[src/rtl/imem_boot_loader.sv]
// -----------------------------------------------------------------------------
// imem_boot_loader
//
// Boot-time loader for the single-cycle RV32 core. A framed program image
// arrives as a byte stream, is assembled into little-endian 32-bit words and
// written into the core's instruction memory. The core is held in reset until
// the whole image has been written and its checksum matches.
//
// Frame: 0xA5 | N[7:0] | N[15:8] | 4*N payload bytes | XOR of payload bytes
//
// Ports:
//   clock       single clock
//   reset       synchronous, active-high
//   in_valid    byte-stream data valid
//   in_data     byte-stream data
//   in_ready    block can take a byte this cycle (combinational from state)
//   restart     one-cycle pulse: drop everything and wait for a new frame
//   imem_we     instruction memory write strobe, one cycle per word
//   imem_addr   word address of the write
//   imem_wdata  word written
//   cpu_reset   reset to the core; low only once the image is loaded
//   done        image loaded and checksum OK
//   error       bad length or bad checksum
//   word_count  words written in the current frame
// -----------------------------------------------------------------------------
module imem_boot_loader #(
   parameter int WIDTH  = 32,
   parameter int DEPTH  = 512,
   parameter int ADDR_W = 9
) (
   input  logic              clock,
   input  logic              reset,
   input  logic              in_valid,
   input  logic [7:0]        in_data,
   output logic              in_ready,
   input  logic              restart,
   output logic              imem_we,
   output logic [ADDR_W-1:0] imem_addr,
   output logic [WIDTH-1:0]  imem_wdata,
   output logic              cpu_reset,
   output logic              done,
   output logic              error,
   output logic [ADDR_W:0]   word_count
);

   localparam logic [2:0] S_SYNC   = 3'd0;
   localparam logic [2:0] S_LEN_LO = 3'd1;
   localparam logic [2:0] S_LEN_HI = 3'd2;
   localparam logic [2:0] S_DATA   = 3'd3;
   localparam logic [2:0] S_CHK    = 3'd4;
   localparam logic [2:0] S_DONE   = 3'd5;
   localparam logic [2:0] S_ERROR  = 3'd6;

   localparam logic [7:0]  SYNC_BYTE = 8'hA5;
   localparam logic [15:0] MAX_LEN   = 16'(DEPTH);

   logic [2:0]  state;
   logic [7:0]  len_lo;      // low length byte, held until the high byte arrives
   logic [15:0] len;         // frame length in words
   logic [1:0]  byte_idx;    // lane of the next payload byte within its word
   logic [23:0] asm_lo;      // lanes 0..2 of the word being assembled
   logic [7:0]  chk;         // running XOR of payload bytes

   logic        xfer;
   logic [15:0] rx_len;
   logic        last_word;

   // Only DONE refuses bytes; ERROR keeps accepting so it can resynchronise.
   assign in_ready  = (state != S_DONE);
   assign xfer      = in_valid && in_ready;
   assign rx_len    = {in_data, len_lo};
   // word_count is current by the time the next word's 4th byte arrives (the
   // previous write happened at least three cycles earlier), so it indexes
   // the word that is completing now.
   assign last_word = (16'(word_count) + 16'd1) == len;

   // NOTE: every register here is updated with non-blocking assignments so
   // all of them see the pre-edge values of each other within one cycle.
   always_ff @(posedge clock) begin
      if (reset) begin
         state      <= S_SYNC;
         len_lo     <= '0;
         len        <= '0;
         byte_idx   <= '0;
         asm_lo     <= '0;
         chk        <= '0;
         imem_we    <= 1'b0;
         imem_addr  <= '0;
         imem_wdata <= '0;
         word_count <= '0;
         cpu_reset  <= 1'b1;
         done       <= 1'b0;
         error      <= 1'b0;
      end else begin
         // NOTE: the write strobe defaults low every cycle, which is what
         // makes it a single-cycle pulse and drops it on restart.
         imem_we <= 1'b0;

         if (restart) begin
            // A partial word is simply abandoned; nothing is written for it.
            state      <= S_SYNC;
            byte_idx   <= '0;
            chk        <= '0;
            word_count <= '0;
            cpu_reset  <= 1'b1;
            done       <= 1'b0;
            error      <= 1'b0;
         end else if (xfer) begin
            case (state)
               S_SYNC: begin
                  if (in_data == SYNC_BYTE) state <= S_LEN_LO;
               end

               S_LEN_LO: begin
                  len_lo <= in_data;
                  state  <= S_LEN_HI;
               end

               S_LEN_HI: begin
                  len <= rx_len;
                  if (rx_len == 16'd0 || rx_len > MAX_LEN) begin
                     state <= S_ERROR;
                     error <= 1'b1;
                  end else begin
                     state      <= S_DATA;
                     word_count <= '0;
                     chk        <= '0;
                     byte_idx   <= '0;
                  end
               end

               S_DATA: begin
                  chk      <= chk ^ in_data;
                  byte_idx <= byte_idx + 2'd1;
                  case (byte_idx)
                     2'd0: asm_lo[7:0]   <= in_data;
                     2'd1: asm_lo[15:8]  <= in_data;
                     2'd2: asm_lo[23:16] <= in_data;
                     default: begin
                        // Lane 3 goes straight into the write data, so the
                        // word is written the cycle after its last byte.
                        imem_we    <= 1'b1;
                        imem_addr  <= word_count[ADDR_W-1:0];
                        imem_wdata <= {in_data, asm_lo};
                        word_count <= word_count + 1'b1;
                        if (last_word) state <= S_CHK;
                     end
                  endcase
               end

               S_CHK: begin
                  // Words already written stay written on a mismatch.
                  if (in_data == chk) begin
                     state     <= S_DONE;
                     done      <= 1'b1;
                     cpu_reset <= 1'b0;
                  end else begin
                     state <= S_ERROR;
                     error <= 1'b1;
                  end
               end

               S_ERROR: begin
                  if (in_data == SYNC_BYTE) begin
                     state <= S_LEN_LO;
                     error <= 1'b0;
                  end
               end

               default: ;  // DONE never sees a transfer; it waits for restart
            endcase
         end
      end
   end

endmodule

[config.mk]
export PLATFORM = sky130hd
export DESIGN_NAME = imem_boot_loader
export DESIGN_NICKNAME = d
export VERILOG_FILES = /design/src/rtl/imem_boot_loader.sv
export SDC_FILE = /design/constraint.sdc
export NUM_CORES = 1
export LEC_CHECK = 0
export BUFFER_PORTS_ARGS = -buffer_cell sky130_fd_sc_hd__buf_2
export CAP_MARGIN = 20
export CORE_MARGIN = 2
export CORE_UTILIZATION = 55
export DETAILED_ROUTE_END_ITERATION = 8
export GPL_TIMING_DRIVEN = 0
export PLACE_DENSITY = 0.84
export SLEW_MARGIN = 10
export SYNTH_ARGS = -nofsm -noshare
export SYNTH_HDL_FRONTEND = slang
export SYNTH_SLANG_ARGS = --single-unit
[constraint.sdc]
create_clock -name clock -period 3.5 [get_ports clock]
set_input_delay 0.525 -clock clock [delete_from_list [all_inputs] [get_ports clock]]
set_output_delay 0.525 -clock clock [all_outputs]
set_load 0.05 [all_outputs]
==> results.toml, run 1 <==
[yosys]
yosys_most_used_dff = "dfxtp_1"
syn_nets = 666
ys_warn_count = 0
ys_seq_elements = 116
synth_area_um2 = 5150
synth_cell_type_count = 54
syn_avg_cell_area_um2 = 7.94
yosysSeqAreaShare = 0.451
synthArstFlopShare = 0
synth_edf_count = 0
syn_inst = 649

[global_route]
antenna_found_initial = 0
track_usage = 0.286
first_global_vias = 4856
grt_max_degree = 17
grt_pass1_wl_mm = 22.8
grt.overflow.total = 0

[route]
post_drt_via_cell_ratio = 5.89
drt_iter0_drc = 417
antenna_left = 0
drc_errors = 0
drt_first_pass_iters = 6
drt_wl_total_mm = 14.2
wl_per_cell_um = 16.5
num_vias = 5049

[cts]
post_cts_buffers = 0
numCtsBuffers = 17
cts_tree = "done"
path_clk_slew_ns = 0.06
cts_hold_buffers = 0
htreeDepth = 4
cts_resized = 0
cts.sinks = 116
cts_root_buf = "clkbuf_8"
clk_latency_ns = 0.52
clk_path_buf_depth = 2

[final_layout]
stdcell_count = 857
layout_common_cells = "nand2_1 (161), dfxtp_1 (116), a21oi_1 (98), buf_2 (83), nand3_1 (34)"
drive_above_1_share = 0.189
nNetsFinal = 750
antenna_cells = 0
area_growth_pct = 20.5
mostFrequentLayoutCell = "nand2_1"

[critical_path]
r2r_end = "state[1]$_SDFFE_PP0P_"
critical_path_class = "reg -> reg"
r2r_cells = 7
arrival_ns = 2.67
critPathRequiredTime_ns = 3.91
slowest_delay_ns = 0.58
ff2ff_setup_slack_ns = 1.24
worst-path-buf-inv = 1
crit_fanout = 10
r2r-start = "word_count[0]$_SDFFE_PP0P_"
crit_chain = "ha_1 > buf_4 > nand4_1 > mux2i_1 > nor4_2 > o2111ai_1 > o21a_1"
cp_slowest_cell = "dfxtp_1"
critPathTopFamily = "flip-flops"
endpoint_kind = "register"
critPathLaunchType = "register"

[min_path]
hold_depth = 3
hold_end = "imem_wdata[25]$_SDFFE_PP0P_"
min_from = "in_data[1]"
hp-class = "in -> reg"

[timing]
tightestPinTransition_ns = 0.755
holdWs_ns = 0.386
rsz0062_at_grt = "false"
finClkSkew_ns = 0.00664
fmax_mhz = 443
finalHoldViolations = 0
tns_ns = 0
slew_headroom = 0.494
slew_viol_final = 0
period_share = 0.645
period_minus_slack_ns = 2.26
setup_viol = 0

[power]
ir_drop_mv = 0.483
p_sw_frac = 0.235
powerDensity_nw_per_um2 = 504
p_int_mw = 2.39
p_sw_uw = 737
clkPwrFrac = 0.554
seqPwrFrac = 0.422
leakage_nw = 2.37
p_comb_frac = 0.024

[floorplanning]
die_y_um = 101
start_util = 0.563
pin_count = 68
die_x_um = 101
core_area_um2 = 9150
dieArea_um2 = 10200
core.rowCount = 35

[flow_run]
cap_violations = 0

[placed_design]
dp_hpwl_mm = 9.31
dpl.cell_count = 825
gp_congestion = 0.923
portBuffers = 65

[outcome]
status = "completed"
==> worst max path at each step <==
stage,startpoint,to,depth (start not counted)
floorplan,word_count[0]$_SDFFE_PP0P_,state[1]$_SDFFE_PP0P_,7
global placement,in_data[5],error$_SDFFE_PP0P_,8
detailed placement,in_data[5],error$_SDFFE_PP0P_,8
CTS,word_count[0]$_SDFFE_PP0P_,state[1]$_SDFFE_PP0P_,7
global route,word_count[0]$_SDFFE_PP0P_,state[1]$_SDFFE_PP0P_,7
finish,word_count[0]$_SDFFE_PP0P_,state[1]$_SDFFE_PP0P_,7
==> power groups by stage <==
| stage | clock network, mW | logic (mW) | registers (mW) |
|---|---|---|---|
| 2_1_floorplan | 0 | 0.0438 | 1.35 |
| 3_3_place_gp | 0 | 0.0709 | 1.35 |
| 3_5_place_dp | 0 | 0.0719 | 1.35 |
| 4_1_cts | 1.74 | 0.0730 | 1.32 |
| 5_1_grt | 1.81 | 0.0796 | 1.32 |
| 6_report | 1.73 | 0.0754 | 1.32 |
==> cells by family after synthesis <==
group,after synthesis,share of synthesized area
xor gates and xnor gates,24,0.0408
and+or+nand+nor,281,0.249
DFF,116,0.451
muxes,8,0.0155
adders and majority gates,5,0.0121
AOI/OAI and AO/OA,151,0.167
buffers and inverters,64,0.0656
==> synthesized netlist by cell type, types with 8 or more instances <==
master / instances / area share
a311oi_1: 9 / 0.015
or3_1: 8 / 0.0097
dfxtp_1: 116 / 0.45
xnor2_1: 11 / 0.019
nand3_1: 34 / 0.033
inv_1: 9 / 0.0066
mux2i_1: 8 / 0.016
buf_2: 18 / 0.017
o21ai_0: 18 / 0.017
clkbuf_1: 23 / 0.017
xor2_1: 13 / 0.022
nand2_1: 161 / 0.12
nor2_1: 31 / 0.023
a21oi_1: 98 / 0.095
==> worst min-delay path, delay by kind of cell <==
kind	cells	cell delay (ns)
compound gates	1	0.05
simple gates	1	0.09
buf+inv	1	0.19
==> metrics by stage <==
stage / cell area (µm²) / worst slack, ns / total power [mW] / utilization
after floorplan: 5150 / 1.30 / 1.39 / -
after global placement: 5620 / 1.00 / 1.42 / 0.614
after detailed placement: 5620 / 0.980 / 1.42 / 0.614
after CTS: 6210 / 1.22 / 3.13 / 0.679
after global routing: 6210 / 1.08 / 3.21 / 0.679
final: 6210 / 1.24 / 3.13 / 0.679
==> flip-flops by register name, summed over array words and instances (netlist names) <==
| name | cells |
|---|---|
| chk | 8 |
| imem_addr | 9 |
| error | 1 |
| word_count | 10 |
| state | 3 |
| len_lo | 8 |
| len | 16 |
| done | 1 |
| asm_lo | 24 |
| cpu_reset | 1 |
| byte_idx | 2 |
| imem_we | 1 |
| imem_wdata | 32 |
==> layout make-up <==
| type | count | area (µm²) |
|---|---|---|
| clock inverter | 14 | 166 |
| timing repair buffer | 65 | 325 |
| multi-input combinational | 469 | 2490 |
| inverter | 9 | 33.8 |
| clock buffer | 18 | 428 |
| sequential | 116 | 2320 |
| buffer | 55 | 304 |
| fill | 728 | 2940 |
| tap | 111 | 139 |
==> metal layers <==
metal / vias to the layer above / share of wire / wire length [µm] / GRT usage
li1: 2388 / - / - / -
met1: 2394 / 0.42 / 6010 / 0.365
met2: 228 / 0.48 / 6740 / 0.462
met3: 39 / 0.069 / 982 / 0.0659
met4: 0 / 0.031 / 436 / 0.132
met5: - / 0 / 0 / 0
No activity file was read; power rests on OpenSTA's default activity.
==> inputs of run 2 (changes only) <==
--- a/config.mk
+++ b/config.mk
@@ -8,10 +8,10 @@
 export BUFFER_PORTS_ARGS = -buffer_cell sky130_fd_sc_hd__buf_2
 export CAP_MARGIN = 20
 export CORE_MARGIN = 2
-export CORE_UTILIZATION = 55
+export CORE_UTILIZATION = 52
 export DETAILED_ROUTE_END_ITERATION = 8
 export GPL_TIMING_DRIVEN = 0
-export PLACE_DENSITY = 0.84
+export PLACE_DENSITY = 0.83
 export SLEW_MARGIN = 10
 export SYNTH_ARGS = -nofsm -noshare
 export SYNTH_HDL_FRONTEND = slang
==> constraint.sdc (replaced) <==
create_clock -name clock -period 1.9 [get_ports clock]
set_input_delay 0.285 -clock clock [delete_from_list [all_inputs] [get_ports clock]]
set_output_delay 0.285 -clock clock [all_outputs]
set_load 0.05 [all_outputs]
==> run 2 against run 1 <==
Against the previous run: the flow now finishes with violations (setup timing); power grew 79%; non-clock buffer count grew 16; utilization grew 0.072 points; sequential share of layout area shrank 1.6 points; register-to-register slack lost 1.3 ns; clock skew shrank 0.0017 ns; sequential power grew 84%; routed wire length grew 3.9%; combinational power grew 91%; maximum frequency grew 17%; critical path type unchanged.
==> results.toml, run 2 (same netlist as run 1, synthesis figures left out) <==
[outcome]
status = "finished with violations"
failed_checks = "setup timing"

[route]
drt_wl_total_mm = 14.7
antenna_left = 0
drc_errors = 0
wl_per_cell_um = 16.5
post_drt_via_cell_ratio = 5.74
drt_first_pass_iters = 7
drt_iter0_drc = 505
num_vias = 5129

[critical_path]
crit_fanout = 5
ff2ff_setup_slack_ns = -0.03
endpoint_kind = "register"
cp_slowest_cell = "dfxtp_2"
r2r_cells = 6
critPathLaunchType = "register"
arrival_ns = 2.37
r2r-start = "byte_idx[1]$_SDFFE_PP0P_"
slowest_delay_ns = 0.36
critical_path_class = "reg -> reg"
crit_chain = "ha_4 > and3b_1 > or3_1 > a31o_4 > o41a_1 > a211oi_2"
critPathRequiredTime_ns = 2.35
r2r_end = "state[2]$_SDFFE_PP0P_"

[min_path]
min_from = "in_data[1]"
hp-class = "in -> reg"
hold_end = "len[9]$_SDFFE_PP0P_"
hold_depth = 3

[timing]
period_minus_slack_ns = 1.93
setup_viol = 1
slew_headroom = 0.576
period_share = 1.01
finalHoldViolations = 0
tns_ns = -0.0254
layout_setup_ws_ns = -0.0254
fmax_mhz = 519
tightestPinTransition_ns = 0.635
rsz0062_at_grt = "true"
slew_viol_final = 0
finClkSkew_ns = 0.00497

[cts]
cts_root_buf = "clkbuf_8"
clk_path_buf_depth = 2
numCtsBuffers = 17
cts_tree = "done"
htreeDepth = 4
clk_latency_ns = 0.53
cts.sinks = 116
path_clk_slew_ns = 0.05

[global_route]
grt_pass1_wl_mm = 23.2
grt_util_met1 = 0.338
grt_max_degree = 17
track_usage = 0.266
antenna_found_initial = 0
grt.overflow.total = 0
gr-usage-met3 = 0.0592
grt.busiest_layer = "met2"
first_global_vias = 4844
grtUsageMet2 = 0.434

[power]
ir_drop_mv = 0.590
p_comb_frac = 0.026
p_int_mw = 4.42
finalPower_mw = 5.62
powerDensity_nw_per_um2 = 854
clkPwrFrac = 0.543
leakage_nw = 2.52
p_sw_mw = 1.19
seqPwrFrac = 0.432
p_sw_frac = 0.213

[final_layout]
fillers = 684
largest_reg_flops = 32
utilization = 0.679
nNetsFinal = 766
reg_top3 = "imem_wdata (32), asm_lo (24), len (16)"
stdcell_count = 894
mostFrequentLayoutCell = "nand2_1"
layout_common_cells = "nand2_1 (160), dfxtp_1 (105), a21oi_1 (96), buf_2 (75), nand3_1 (34)"
antenna_cells = 0
regMostFlops = "imem_wdata"
area_growth_pct = 27.7
drive_above_1_share = 0.250

[placed_design]
gp_congestion = 0.963
portBuffers = 65
dpl.cell_count = 847
dp_hpwl_mm = 9.32

[flow_run]
cap_violations = 0

[floorplanning]
dieArea_um2 = 10700
die_x_um = 104
die_y_um = 104
start_util = 0.532
core.rowCount = 36
pin_count = 68
core_area_um2 = 9680
## run 2: cell count changes in the layout (fill, tap and decap cells not counted), moves of 3 or more
cell      before  now
buf_4          5   31
dfxtp_1      116  105
buf_2         83   75
dfxtp_4        0    7
a311oi_1       9    5
a311oi_2       0    4
dfxtp_2        0    4
inv_6          4    0
inv_8          3    0
o21ai_0       18   15
o21ai_1        1    4
## run 2: layout make-up
class / instances / area, µm² / share of cell area
Buffer: 48 / 282 / 0.0428
Clock buffer: 23 / 468 / 0.0711
Clock inverter: 8 / 100 / 0.0152
Inverter: 9 / 33.8 / 0.00514
Multi-Input combinational cell: 469 / 2650 / 0.403
Sequential cell: 116 / 2350 / 0.358
Tap cell: 133 / 166 / 0.0253
Timing Repair Buffer: 88 / 523 / 0.0795
## run 2: worst max-delay path: cells and delay by family (launching register included)
kind / cells / cell delay [ns]
adders and majority gates: 1 / 0.17
and+or+nand+nor: 2 / 0.53
AOI/OAI and AO/OA: 3 / 0.79
DFF: 1 / 0.36
## run 2: stage by stage
step | area [µm²] | hold WS, ns | setup WS (ns)
2_1_floorplan | 5180 | 0.432 | 0.0140
3_3_place_gp | 5670 | 0.438 | -0.339
3_5_place_dp | 5670 | 0.444 | -0.430
4_1_cts | 6370 | 0.128 | -0.00614
5_1_grt | 6580 | 0.148 | -0.0574
6_report | 6580 | 0.141 | -0.0254
## run 2: worst max-delay path by stage
stage	startpoint	end	depth (start not counted)
after floorplan	word_count[0]$_SDFFE_PP0P_	state[1]$_SDFFE_PP0P_	8
after global placement	in_data[5]	error$_SDFFE_PP0P_	8
after detailed placement	in_data[5]	error$_SDFFE_PP0P_	8
after CTS	byte_idx[0]$_SDFFE_PP0P_	state[2]$_SDFFE_PP0P_	6
after global routing	state[1]$_SDFFE_PP0P_	len[6]$_SDFFE_PP0P_	8
final	byte_idx[1]$_SDFFE_PP0P_	state[2]$_SDFFE_PP0P_	6
## run 2: routing by layer
metal | part of all wire | vias to the layer above
met5 | 0 | -
met2 | 0.48 | 289
met4 | 0.035 | 0
met1 | 0.41 | 2366
li1 | - | 2414
met3 | 0.076 | 60
## run 2: what timing repair did
item / 4_1_cts / 5_1_grt
hold buffers: 0 / 0
endpoints found under the setup margin: 82 / 95
pin swaps: 5 / 13
gates resized for setup: 23 / 32
setup buffers: 10 / 13
## run 2: power groups by stage
stage | Clock, mW | Sequential, mW | Combinational, mW
4_1_cts | 3.05 | 2.43 | 0.135
6_report | 3.05 | 2.43 | 0.144
5_1_grt | 3.20 | 2.42 | 0.152
3_3_place_gp | 0 | 2.48 | 0.130
2_1_floorplan | 0 | 2.48 | 0.0807
3_5_place_dp | 0 | 2.48 | 0.133
==> inputs of run 3 (changes only) <==
--- a/config.mk
+++ b/config.mk
@@ -8,10 +8,10 @@
 export BUFFER_PORTS_ARGS = -buffer_cell sky130_fd_sc_hd__buf_2
 export CAP_MARGIN = 20
 export CORE_MARGIN = 2
-export CORE_UTILIZATION = 52
+export CORE_UTILIZATION = 55
 export DETAILED_ROUTE_END_ITERATION = 8
 export GPL_TIMING_DRIVEN = 0
-export PLACE_DENSITY = 0.83
+export PLACE_DENSITY = 0.77
 export SLEW_MARGIN = 10
 export SYNTH_ARGS = -nofsm -noshare
 export SYNTH_HDL_FRONTEND = slang
==> constraint.sdc (replaced) <==
create_clock -name clock -period 2.5 [get_ports clock]
set_input_delay 0.375 -clock clock [delete_from_list [all_inputs] [get_ports clock]]
set_output_delay 0.375 -clock clock [all_outputs]
set_load 0.05 [all_outputs]
==> run 3 against run 2 <==
Against the previous run: the flow now finishes without violations; maximum frequency decreased by 15%; die area down 5.2%; flip-flop and latch count is the same; sequential power fell by 24%; power fell by 23%; clock skew up 0.0015 ns; setup slack better by 0.27 ns; combinational power shrank 28%; non-clock buffer count down 16; final area decreased by 5.8%; cell count is 4.1% lower; critical path type unchanged.
==> results.toml, run 3 (same netlist as run 1, synthesis figures left out) <==
[route]
antenna_left = 0
drc_errors = 0
wl_per_cell_um = 15.8
drt_wl_total_mm = 13.5
post_drt_via_cell_ratio = 5.75
drt_first_pass_iters = 6
num_vias = 4927
drt_iter0_drc = 250

[timing]
finClkSkew_ns = 0.00648
finalHoldViolations = 0
period_share = 0.902
holdWs_ns = 0.254
slew_headroom = 0.496
fmax_mhz = 444
rsz0062_at_grt = "false"
period_minus_slack_ns = 2.25
setup_viol = 0
tightestPinTransition_ns = 0.752
slew_viol_final = 0
layout_setup_ws_ns = 0.245
tns_ns = 0

[critical_path]
cp-startpoint = "state[2]$_SDFFE_PP0P_"
r2r_end = "imem_addr[0]$_SDFFE_PP0P_"
crit_end = "imem_addr[0]$_SDFFE_PP0P_"
r2r-start = "state[2]$_SDFFE_PP0P_"
arrival_ns = 2.69
critPathRequiredTime_ns = 2.93
ff2ff_setup_slack_ns = 0.25
crit_fanout = 10
r2r_cells = 9
endpoint_kind = "register"
critPathLaunchType = "register"
critical_path_class = "reg -> reg"

[global_route]
antenna_found_initial = 0
first_global_vias = 4645
track_usage = 0.282
grt.overflow.total = 0
grt_max_degree = 17
grt_pass1_wl_mm = 22.5

[cts]
htreeDepth = 4
cts_root_buf = "clkbuf_8"
cts.sinks = 116
clk_latency_ns = 0.51
cts_resized = 0
numCtsBuffers = 17
clk_path_buf_depth = 2
path_clk_slew_ns = 0.06
post_cts_buffers = 0
cts_tree = "done"
cts_hold_buffers = 0

[final_layout]
reg_top3 = "imem_wdata (32), asm_lo (24), len (16)"
drive_above_1_share = 0.189
mostFrequentLayoutCell = "nand2_1"
largest_reg_flops = 32
regMostFlops = "imem_wdata"
area_growth_pct = 20.2
nNetsFinal = 750
utilization = 0.677
layout_common_cells = "nand2_1 (161), dfxtp_1 (116), a21oi_1 (98), buf_2 (83), nand3_1 (34)"
antenna_cells = 0
fillers = 764

[power]
powerDensity_nw_per_um2 = 695
p_comb_frac = 0.024
p_sw_frac = 0.228
leakage_nw = 2.35
p_int_mw = 3.32
ir_drop_mv = 0.424
finalPower_mw = 4.31
seqPwrFrac = 0.430
clkPwrFrac = 0.546
p_sw_uw = 983

[placed_design]
portBuffers = 65
post-place-ws_ns = 0.111
gp_congestion = 0.861
dp_hpwl_mm = 9.31

[min_path]
min_from = "in_valid"
hp-class = "in -> reg"

[floorplanning]
dieArea_um2 = 10200
core_area_um2 = 9150
core.rowCount = 35
pin_count = 68
start_util = 0.563
die_x_um = 101
die_y_um = 101

[flow_run]
cap_violations = 0

[outcome]
status = "completed"
[run 3: power groups by stage]
stage | Combinational [mW] | Clock [mW] | Sequential [mW]
after floorplan | 0.0613 | 0 | 1.89
after global placement | 0.101 | 0 | 1.89
after detailed placement | 0.102 | 0 | 1.89
after CTS | 0.102 | 2.36 | 1.85
after global routing | 0.111 | 2.45 | 1.85
final | 0.104 | 2.35 | 1.85
[run 3: area by class of cell]
type	count	area [µm²]	share of cell area
inverter	9	33.8	0.00545
multi-input combinational	469	2490	0.402
clock buffer	18	428	0.0691
tap	111	139	0.0224
sequential	116	2320	0.375
clock inverter	14	150	0.0242
timing repair buffer	65	325	0.0525
buffer	55	304	0.0491
[run 3: worst min-delay path by stage]
stage / end / slack [ns] / depth (start not counted)
final: cpu_reset$_SDFFE_PP1P_ / 0.25 / 4
after global routing: len[9]$_SDFFE_PP0P_ / 0.25 / 3
after CTS: len[9]$_SDFFE_PP0P_ / 0.24 / 3
after detailed placement: imem_wdata[10]$_SDFFE_PP0P_ / 0.45 / 2
after global placement: error$_SDFFE_PP0P_ / 0.44 / 2
after floorplan: imem_wdata[0]$_SDFFE_PP0P_ / 0.43 / 2
[run 3: stage by stage]
| stage | instance area (µm²) | cells |
|---|---|---|
| floorplan | 5150 | 649 |
| global placement | 5620 | 825 |
| detailed placement | 5620 | 825 |
| CTS | 6190 | 857 |
| global route | 6190 | 857 |
| finish | 6190 | 857 |
[run 3: per-layer routing]
layer,share of wire,vias to the layer above,track usage,wire length (µm)
met1,0.43,2289,0.363,5840
met2,0.47,209,0.464,6360
met4,0.032,0,0.119,432
met5,0,-,0,0
met3,0.065,41,0.0534,876
li1,-,2388,-,-
[run 3: worst max-delay path: stages, from the launching register on]
cell,delay (ns)
dfxtp_1,0.30
buf_2,0.17
nand2b_1,0.15
buf_2,0.19
nor2_2,0.21
nand2_1,0.29
nor2_2,0.40
buf_4,0.24
nand2_1,0.07
a21oi_1,0.15
